`src/rtl/wdt_sup_pkg.sv`:
```
// Shared types and constants for the watchdog supervisor: FSM states,
// config register addresses and the kick key.
package wdt_sup_pkg;

  typedef enum logic [1:0] {
    ST_IDLE   = 2'd0,
    ST_ARMED  = 2'd1,
    ST_WARN   = 2'd2,
    ST_RSTREQ = 2'd3
  } wdt_state_t;

  localparam logic [1:0] ADDR_CTRL    = 2'd0;
  localparam logic [1:0] ADDR_TOCNT   = 2'd1;
  localparam logic [1:0] ADDR_KICK    = 2'd2;
  localparam logic [1:0] ADDR_STATCLR = 2'd3;

  localparam logic [31:0] KICK_MAGIC = 32'h5A5A_A5A5;

  function automatic logic [7:0] sat_inc8(input logic [7:0] v);
    return (v == 8'hFF) ? v : v + 8'd1;
  endfunction

endpackage

```
`src/rtl/wdt_kick_stretch.sv`:
```
// Restartable pulse stretcher: live goes high the cycle after start and stays
// high for HOLD cycles; a new start reloads the count, abort drops it at once.
module wdt_kick_stretch #(
  parameter int HOLD = 16
) (
  input  logic clk2,
  input  logic rst,
  input  logic start,
  input  logic abort,
  output logic live
);

  localparam int HW = $clog2(HOLD + 1);

  logic [HW-1:0] cnt;

  always_ff @(posedge clk2) begin
    if (rst || abort) begin
      cnt <= '0;
    end else if (start) begin
      cnt <= HW'(HOLD);
    end else if (cnt != '0) begin
      cnt <= cnt - 1'b1;
    end
  end

  assign live = (cnt != '0);

endmodule

```
`src/rtl/wdt_supervisor.sv`:
```
// Watchdog supervisor: config/kick handling and two-stage timeout escalation, latency 1;
// cfg_ready drops only in RSTREQ. Define WDT_KICK_LOCK_EN to require KICK_MAGIC on kicks.
module wdt_supervisor
  import wdt_sup_pkg::*;
#(
  parameter int CNT_W     = 32,
  parameter int KICK_HOLD = 16,
  parameter int GRACE_CYC = 1024,
  parameter int RST_PULSE = 32
) (
  input  logic             clk2,
  input  logic             rst,
  input  logic             cfg_valid,
  output logic             cfg_ready,
  input  logic [1:0]       cfg_addr,
  input  logic [31:0]      cfg_wdata,
  output logic             cfg_err,
  input  logic             wto,
  output logic             wden,
  output logic             wdlive,
  output logic [CNT_W-1:0] wtocnt,
  output logic             irq,
  output logic             sys_rst_req,
  output logic [7:0]       warn_cnt
);

  localparam int GW = (GRACE_CYC > 1) ? $clog2(GRACE_CYC) : 1;
  localparam int PW = (RST_PULSE > 1) ? $clog2(RST_PULSE) : 1;
  localparam logic [GW-1:0] GRACE_LAST = GW'(GRACE_CYC - 1);
  localparam logic [PW-1:0] PULSE_LAST = PW'(RST_PULSE - 1);

  wdt_state_t       state, state_n;
  logic             wto_q;
  logic [GW-1:0]    grace_cnt, grace_n;
  logic [PW-1:0]    pulse_cnt, pulse_n;
  logic [CNT_W-1:0] wtocnt_n;
  logic [7:0]       warn_n;
  logic             irq_n, err_n;
  logic             kick_go, kick_abort;

  logic acc, wr_ctrl, wr_tocnt, wr_kick, wr_statclr, wto_edge, kick_ok, dis_req;

  assign acc        = cfg_valid & cfg_ready;
  assign wr_ctrl    = acc && (cfg_addr == ADDR_CTRL);
  assign wr_tocnt   = acc && (cfg_addr == ADDR_TOCNT);
  assign wr_kick    = acc && (cfg_addr == ADDR_KICK);
  assign wr_statclr = acc && (cfg_addr == ADDR_STATCLR);
  assign dis_req    = wr_ctrl && !cfg_wdata[0];
  assign wto_edge   = wto & ~wto_q;

`ifdef WDT_KICK_LOCK_EN
  assign kick_ok = (cfg_wdata == KICK_MAGIC);
`else
  assign kick_ok = 1'b1;
`endif

  always_ff @(posedge clk2) begin
    if (rst) begin
      state     <= ST_IDLE;
      wto_q     <= 1'b0;
      grace_cnt <= '0;
      pulse_cnt <= '0;
      wtocnt    <= '0;
      warn_cnt  <= '0;
      irq       <= 1'b0;
      cfg_err   <= 1'b0;
    end else begin
      state     <= state_n;
      wto_q     <= wto;
      grace_cnt <= grace_n;
      pulse_cnt <= pulse_n;
      wtocnt    <= wtocnt_n;
      warn_cnt  <= warn_n;
      irq       <= irq_n;
      cfg_err   <= err_n;
    end
  end

  always_comb begin
    state_n    = state;
    grace_n    = grace_cnt;
    pulse_n    = pulse_cnt;
    wtocnt_n   = wtocnt;
    warn_n     = wr_statclr ? 8'd0 : warn_cnt;
    irq_n      = irq;
    err_n      = 1'b0;
    kick_go    = 1'b0;
    kick_abort = 1'b0;

    case (state)
      ST_IDLE: begin
        if (wr_ctrl && cfg_wdata[0]) begin
          if (wtocnt != '0) state_n = ST_ARMED;
          else              err_n   = 1'b1;
        end
        if (wr_tocnt) wtocnt_n = cfg_wdata[CNT_W-1:0];
        if (wr_kick)  err_n    = 1'b1;
      end

      ST_ARMED: begin
        if (dis_req) begin
          state_n    = ST_IDLE;
          irq_n      = 1'b0;
          grace_n    = '0;
          kick_abort = 1'b1;
        end else begin
          // A kick landing with the timeout edge still stretches, but WARN is entered.
          if (wr_kick) begin
            if (kick_ok) kick_go = 1'b1;
            else         err_n   = 1'b1;
          end
          if (wto_edge) begin
            state_n = ST_WARN;
            irq_n   = 1'b1;
            grace_n = '0;
            warn_n  = sat_inc8(warn_n);
          end
        end
        if (wr_tocnt) err_n = 1'b1;
      end

      ST_WARN: begin
        if (dis_req) begin
          state_n    = ST_IDLE;
          irq_n      = 1'b0;
          grace_n    = '0;
          kick_abort = 1'b1;
        end else if (wr_kick && kick_ok) begin
          kick_go = 1'b1;
          state_n = ST_ARMED;
          irq_n   = 1'b0;
        end else begin
          if (wr_kick) err_n = 1'b1;
          if (wto_edge || (grace_cnt == GRACE_LAST)) begin
            state_n    = ST_RSTREQ;
            pulse_n    = '0;
            kick_abort = 1'b1;
          end else begin
            grace_n = grace_cnt + 1'b1;
          end
        end
        if (wr_tocnt) err_n = 1'b1;
      end

      ST_RSTREQ: begin
        if (pulse_cnt == PULSE_LAST) begin
          state_n = ST_IDLE;
          irq_n   = 1'b0;
        end else begin
          pulse_n = pulse_cnt + 1'b1;
        end
      end

      default: state_n = ST_IDLE;
    endcase
  end

  always_comb begin
    cfg_ready   = (state != ST_RSTREQ);
    wden        = (state == ST_ARMED) || (state == ST_WARN);
    sys_rst_req = (state == ST_RSTREQ);
  end

  wdt_kick_stretch #(
    .HOLD (KICK_HOLD)
  ) u_kick_stretch (
    .clk2  (clk2),
    .rst   (rst),
    .start (kick_go),
    .abort (kick_abort),
    .live  (wdlive)
  );

endmodule

```
`config.mk`:
```
export PLATFORM = sky130hd
export DESIGN_NAME = wdt_supervisor
export DESIGN_NICKNAME = d
export VERILOG_FILES = /design/src/rtl/wdt_sup_pkg.sv /design/src/rtl/wdt_kick_stretch.sv /design/src/rtl/wdt_supervisor.sv
export SDC_FILE = /design/constraint.sdc
export NUM_CORES = 1
export LEC_CHECK = 0
export CORE_AREA = 10 10 72 119
export CTS_BUF_LIST = sky130_fd_sc_hd__clkbuf_16
export DETAILED_ROUTE_END_ITERATION = 10
export DIE_AREA = 0 0 82 129
export GPL_TIMING_DRIVEN = 1
export HOLD_SLACK_MARGIN = 0.05
export PLACE_DENSITY = 0.87
export SYNTH_ARGS = -nofsm -noshare
export SYNTH_HDL_FRONTEND = slang
export SYNTH_HIERARCHICAL = 1
export SYNTH_SLANG_ARGS = --single-unit
```
`constraint.sdc`:
```
create_clock -name clk2 -period 2.7 [get_ports clk2]
set_input_delay 0.54 -clock clk2 [delete_from_list [all_inputs] [get_ports clk2]]
set_output_delay 0.54 -clock clk2 [all_outputs]
set_load 0.02 [all_outputs]
```
## Yosys cells after proc, flatten, opt, wreduce, memory -nomap -nowiden

Cells that the tools add are included.

- Muxes and demuxes: 46
- Eq/ne operators: 22
- $add $sub $neg: 4
- $mul: 0
- $lt $le $gt $ge: 0
- Shifts and indexed selects: 0
- Reductions and logical operators: 25
- Div/mod/pow operators: 0
- Bitwise logic cells: 3

Operator list:

| kind | count |
|---|---|
| 10-bit two-way mux | 5 |
| 8-bit two-way mux | 5 |
| 32-bit nonzero test | 1 |
| 5-bit two-way mux | 6 |
| 10-bit case mux with 2 select lines | 1 |
| 1-bit two-way mux | 16 |
| 2-bit two-way mux | 8 |
| 2-bit != test (second input constant) | 7 |
| 3-bit != test (second input constant) | 4 |
| 10-bit by 1-bit adder with 10-bit output (second input constant) | 1 |
| 10-bit equality test (second input constant) | 1 |
| 5-bit case mux with 2 select lines | 1 |
| 5-bit AND reduction | 2 |
| 8-bit by 1-bit adder with 8-bit output (second input constant) | 1 |
| 2-bit equality test (second input constant) | 4 |
| 8-bit equality test (second input constant) | 1 |
| 2-bit case mux with 4 select lines | 1 |
| 4-bit AND reduction | 2 |
| 1-bit logical AND | 6 |
| 2-bit nonzero test | 3 |
| 5-bit by 1-bit adder with 5-bit output (second input constant) | 1 |
| 5-bit equality test (second input constant) | 1 |
| 5-bit nonzero test | 1 |
| 5-bit by 1-bit subtractor with 5-bit output (second input constant) | 1 |
| 13 further kinds | 20 |

- Memory bits (writable): 0
- Logic and storage cells: 110
- Bits of input ports: 38
- Bits in registers: 65
- Bits in latches: 0
- ROM bits: 0
- Output and inout port bits: 46
- Memories kept: 0

## Depth between registers and ports, before layout

- Depth after elaboration: 9
- Depth in mapped cells: 9
- Mapped depth without buffers: 9

## By module

The synthesis kept the hierarchy.

By module, submodules not included:

| module | times used | area an instance (sq um) | cells each | sequential area each (sq um) |
|---|---|---|---|---|
| wdt_supervisor | 1 | 2851.5 | 349 | 1201.2 |
| wdt_kick_stretch | 1 | 225.2 | 24 | 100.1 |

## Worst setup path before layout

OpenSTA, ideal clock, no wires.

- Path kind: reg-to-reg
- From: register state[0]
- To: register state[0]
- Clock period less this slack: 2.333 ns
- Path slack: 0.367 ns
- Setup time: 0.121 ns
- Cell stages (with the launch flop): 8
- Path buffers: 1
- Required time: 2.579 ns
- Arrival time: 2.212 ns
- Cell sequence: dfxtp_1 ha_1 or4b_4 buf_6 o21ai_1 o21ai_1 a221oi_2 mux2_2

- Elaborated cells on any way between the ends: 20
- Classes of those cells: eq/ne (9); mux (4); bitwise (1); reduce/logical (6)

RTL lines:

| what | line | source |
|---|---|---|
| from (decl) | wdt_supervisor.sv:32 | `wdt_state_t state, state_n;` |
| from (signal assigned) | wdt_supervisor.sv:68 | `state <= state_n;` |
| 2-bit equality test * | n/a |  |
| via sys_rst_req | wdt_supervisor.sv:23 | `output logic sys_rst_req,` |
| 2-bit by 1-bit != test with 1-bit output (no line) | n/a |  |
| 5-bit AND reduction (no line) | n/a |  |

The timed path passes the listed nets; every way through them passes the cells marked *.
A chain may end at the register's enable or synchronous reset.

## Final worst setup path

- From: input port cfg_addr[1]
- To: register grace_cnt[8]

- Longest elaborated chain between the ends: 5
- Elaborated cells on any way between the ends: 12
- Classes of those cells: eq/ne (4); mux (3); reduce/logical (5)

Ends and longest elaborated chain:

| what | line | source |
|---|---|---|
| from (decl) | wdt_supervisor.sv:15 | `input logic [1:0] cfg_addr,` |
| 2-bit zero test | wdt_supervisor.sv:44 | `assign wr_ctrl = acc && (cfg_addr == ADDR_CTRL);` |
| 1-bit logical AND | wdt_supervisor.sv:44 |  |
| 1-bit logical AND | wdt_supervisor.sv:48 | `assign dis_req = wr_ctrl && !cfg_wdata[0];` |
| 3-bit != test (no line) (tied with other cells) | n/a |  |
| 4-bit AND reduction (no line) / 10-bit case mux with 2 select lines (equally long branches) | n/a |  |
| to (signal assigned) | wdt_supervisor.sv:70 | `grace_cnt <= grace_n;` |
| to (decl) | wdt_supervisor.sv:34 | `logic [GW-1:0] grace_cnt, grace_n;` |

Parallel ways exist; a longest one is shown, timed or not.

==> reports/qor.yml <==
synthesis:
  synth_top_family_by_area: "simple AND/OR/NAND/NOR gates"
  synth_area_sq_mm: 0.00308
  ys_async_sr_fraction: 0
  synth_warnings: 6
  synth_compound_area_frac: 0.195
  syn_nets: 420
  synth.distinct_cells: 59
  synthAdderAreaFrac: 0.0366
  synth_edf_count: 0
  synth_mux_area_frac: 0.0138
  synthFlopType: "dfxtp_1"
  yosys-top-cells-area: "dfxtp_1 42%, nand2_1 9.9%, a21oi_1 7.5%, ha_1 3.7%, nor2_1 2.3%"
  ys_seq_area_frac: 0.423
  yosysTopAreaCellShare: 0.423
  synthXorXnorAreaFrac: 0.0199
  synth_top_cell_by_area: "dfxtp_1"
  syn_area_per_cell_sq_um: 8.25
  synth_seq_cells: 65
  synth-simple-area-share: 0.265
  syn_inst: 373
status:
  status: "finished clean"
sta:
  relSlewSlack: 0.559
  tightest_slew_ns: 0.652
  finalHoldViolations: 0
  skew_ns: 0.00540
  setup_viol: 0
  setup_slack_ns: 0.319
  timing.final.crit_share: 0.882
  drv_slew: 0
  fmax_ghz: 0.420
  finalSetupTns_ns: 0
  min_period_ns: 2.38
  rsz0062_at_grt: "false"
cts:
  cts_tree: "yes"
  clk-insertion-delay-late_ns: 0.33
  cts_hold_buf: 0
  clk_pin_slew_worst_paths_ns: 0.05
  h-tree-depth: 3
  cts_sinks: 65
  cts_root_buf: "clkbuf_16"
  cts_buffer_depth: 2
  cts_buffers: 9
floorplan:
  die_h_um: 129
  core-area_sq_mm: 0.00654
  die_w_um: 82
  die_area_sq_mm: 0.0106
  rows: 39
  ios: 84
  initial_utilization: 0.471
worst_setup_path:
  arrival_ns: 2.64
  path_max_fanout: 10
  startpoint_type: "primary input"
  worstSetupPathType: "primary input to flop"
  worstSetupEndpointType: "flop"
  cp_data_required_time_ns: 2.96
global_routing:
  grt_usage: 0.170
  grt_max_degree: 48
  grt_pass1_vias: 3148
  grt_pass1_wl_um: 14300
  antenna_found_initial: 0
  overflow: 0
layout:
  regArea_sq_mm: 0.00130
  fillers: 528
  multi_input_area_sq_mm: 0.00163
  syn_to_final_growth_pct: 41.2
  n_antenna_cell: 0
  drive_gt1_frac: 0.108
  nNetsFinal: 516
  finish.utilization: 0.664
drt:
  routed_wirelength_um: 8820
  drt_first_pass_iters: 4
  vias_per_cell: 5.43
  vias: 3021
  drtIter0Drc: 212
  ant_nets: 0
  wl_per_cell_um: 15.9
  drc: 0
flow_run:
  drv_cap: 0
place:
  dp_hpwl_um: 6590
  port-buffer-count: 83
  placement.setup.worst_slack_ns: 0.0344
  gp_congestion: 0.862
hold_path:
  hold_path_class: "flop to flop"
pwr:
  p_leak_nw: 1.56
  peakVddDrop_mv: 0.512
  powerDensity_mw_per_mm2: 666
Yosys cell counts (all sizes together) (2+ instances only):
master    n
or3       7
xnor2     6
nand2    81
ha        9
inv      16
clkbuf   15
nand2b    4
o2111ai   3
a22o      4
o21ba     2
mux2i     2
o211ai    2
nand4     6
buf       3
nor2     19
nor4      8
o21ai    11
a211oi    4
nor2b     3
and3      4
or4       3
or4b      2
dfxtp    65
mux2      2
nand3     5
nor3b     2
and2      2
nor3     12
a21oi    47
or3b      2
nor4b     2
o31ai     3
worst max-delay path: stages:
cell	delay, ns
clkdlybuf4s50_1	0.42
or4b_4	0.60
o211ai_4	0.24
o211ai_2	0.20
or4_1	0.46
a21oi_1	0.16
state kept, by name (all words and copies together), names as in the netlist:
register,count
cfg_err,1
grace_cnt,10
irq,1
pulse_cnt,5
state,2
u_kick_stretch/cnt,5
warn_cnt,8
wto_q,1
wtocnt,32
kinds of logic after synthesis:
logic type	after synthesis
muxes	4
buffers and inverters	34
and+or+nand+nor	167
adders and majority gates	9
DFF	65
xor gates and xnor gates	7
AOI/OAI and AO/OA	87
placed cells by master (no fill, tap or decap), types with 7 or more instances in the layout:
master / count
ha_1: 9
buf_4: 20
or3_1: 7
clkbuf_16: 9
nand2_1: 81
nor2_1: 19
o21ai_0: 8
inv_1: 18
clkdlybuf4s50_1: 82
a21oi_1: 46
nor3_1: 12
nor4_1: 8
dfxtp_1: 65
cell type report:
type / count / share of cell area
repair buffers: 103 / 0.226
well taps: 82 / 0.0236
clock inverters: 7 / 0.00922
inverters: 16 / 0.0138
multi-input cells: 274 / 0.376
clock buffers: 9 / 0.0518
flip-flops and latches: 65 / 0.300
path summary, 6_finish.rpt:
kind         cells after the start      endpoint   startpoint  slack, ns
max                              6  grace_cnt[8]  cfg_addr[1]       0.32
min                              2    wtocnt[29]   wtocnt[29]       0.47
max reg2reg                      6  grace_cnt[8]     state[0]       0.34
min reg2reg                      2    wtocnt[29]   wtocnt[29]       0.47
what timing repair did:
item | CTS | global route
gates resized for setup | 0 | 1
buffers inserted | 0 | 0
endpoints found under the setup margin | 0 | 1
per-layer routing:
layer,vias to the layer above,wire length [um],global-route usage
met3,18,579,0.0642
met1,1409,3160,0.159
met4,0,253,0.0966
met5,-,0,0
li1,1507,-,-
met2,87,4830,0.303
power breakdown:
part	switching, mW	internal [mW]	total [mW]
clock network	0.404	0.611	1.01
logic	0.419	0.371	0.790
registers	0.0572	1.03	1.09
total	0.880	2.02	2.89
per-stage QoR:
| stage | hold WS, ns | instance area (sq um) | power (mW) | instances |
|---|---|---|---|---|
| 4_1_cts | 0.467 | 4340 | 2.93 | 556 |
| 2_1_floorplan | 0.449 | 3080 | 1.61 | 373 |
| 6_report | 0.470 | 4340 | 2.89 | 556 |
| 3_3_place_gp | 0.457 | 4080 | 1.87 | 540 |
| 3_5_place_dp | 0.461 | 4080 | 1.90 | 540 |
| 5_1_grt | 0.484 | 4340 | 3.03 | 556 |
Note: power is estimated with default switching activity, not from simulation.
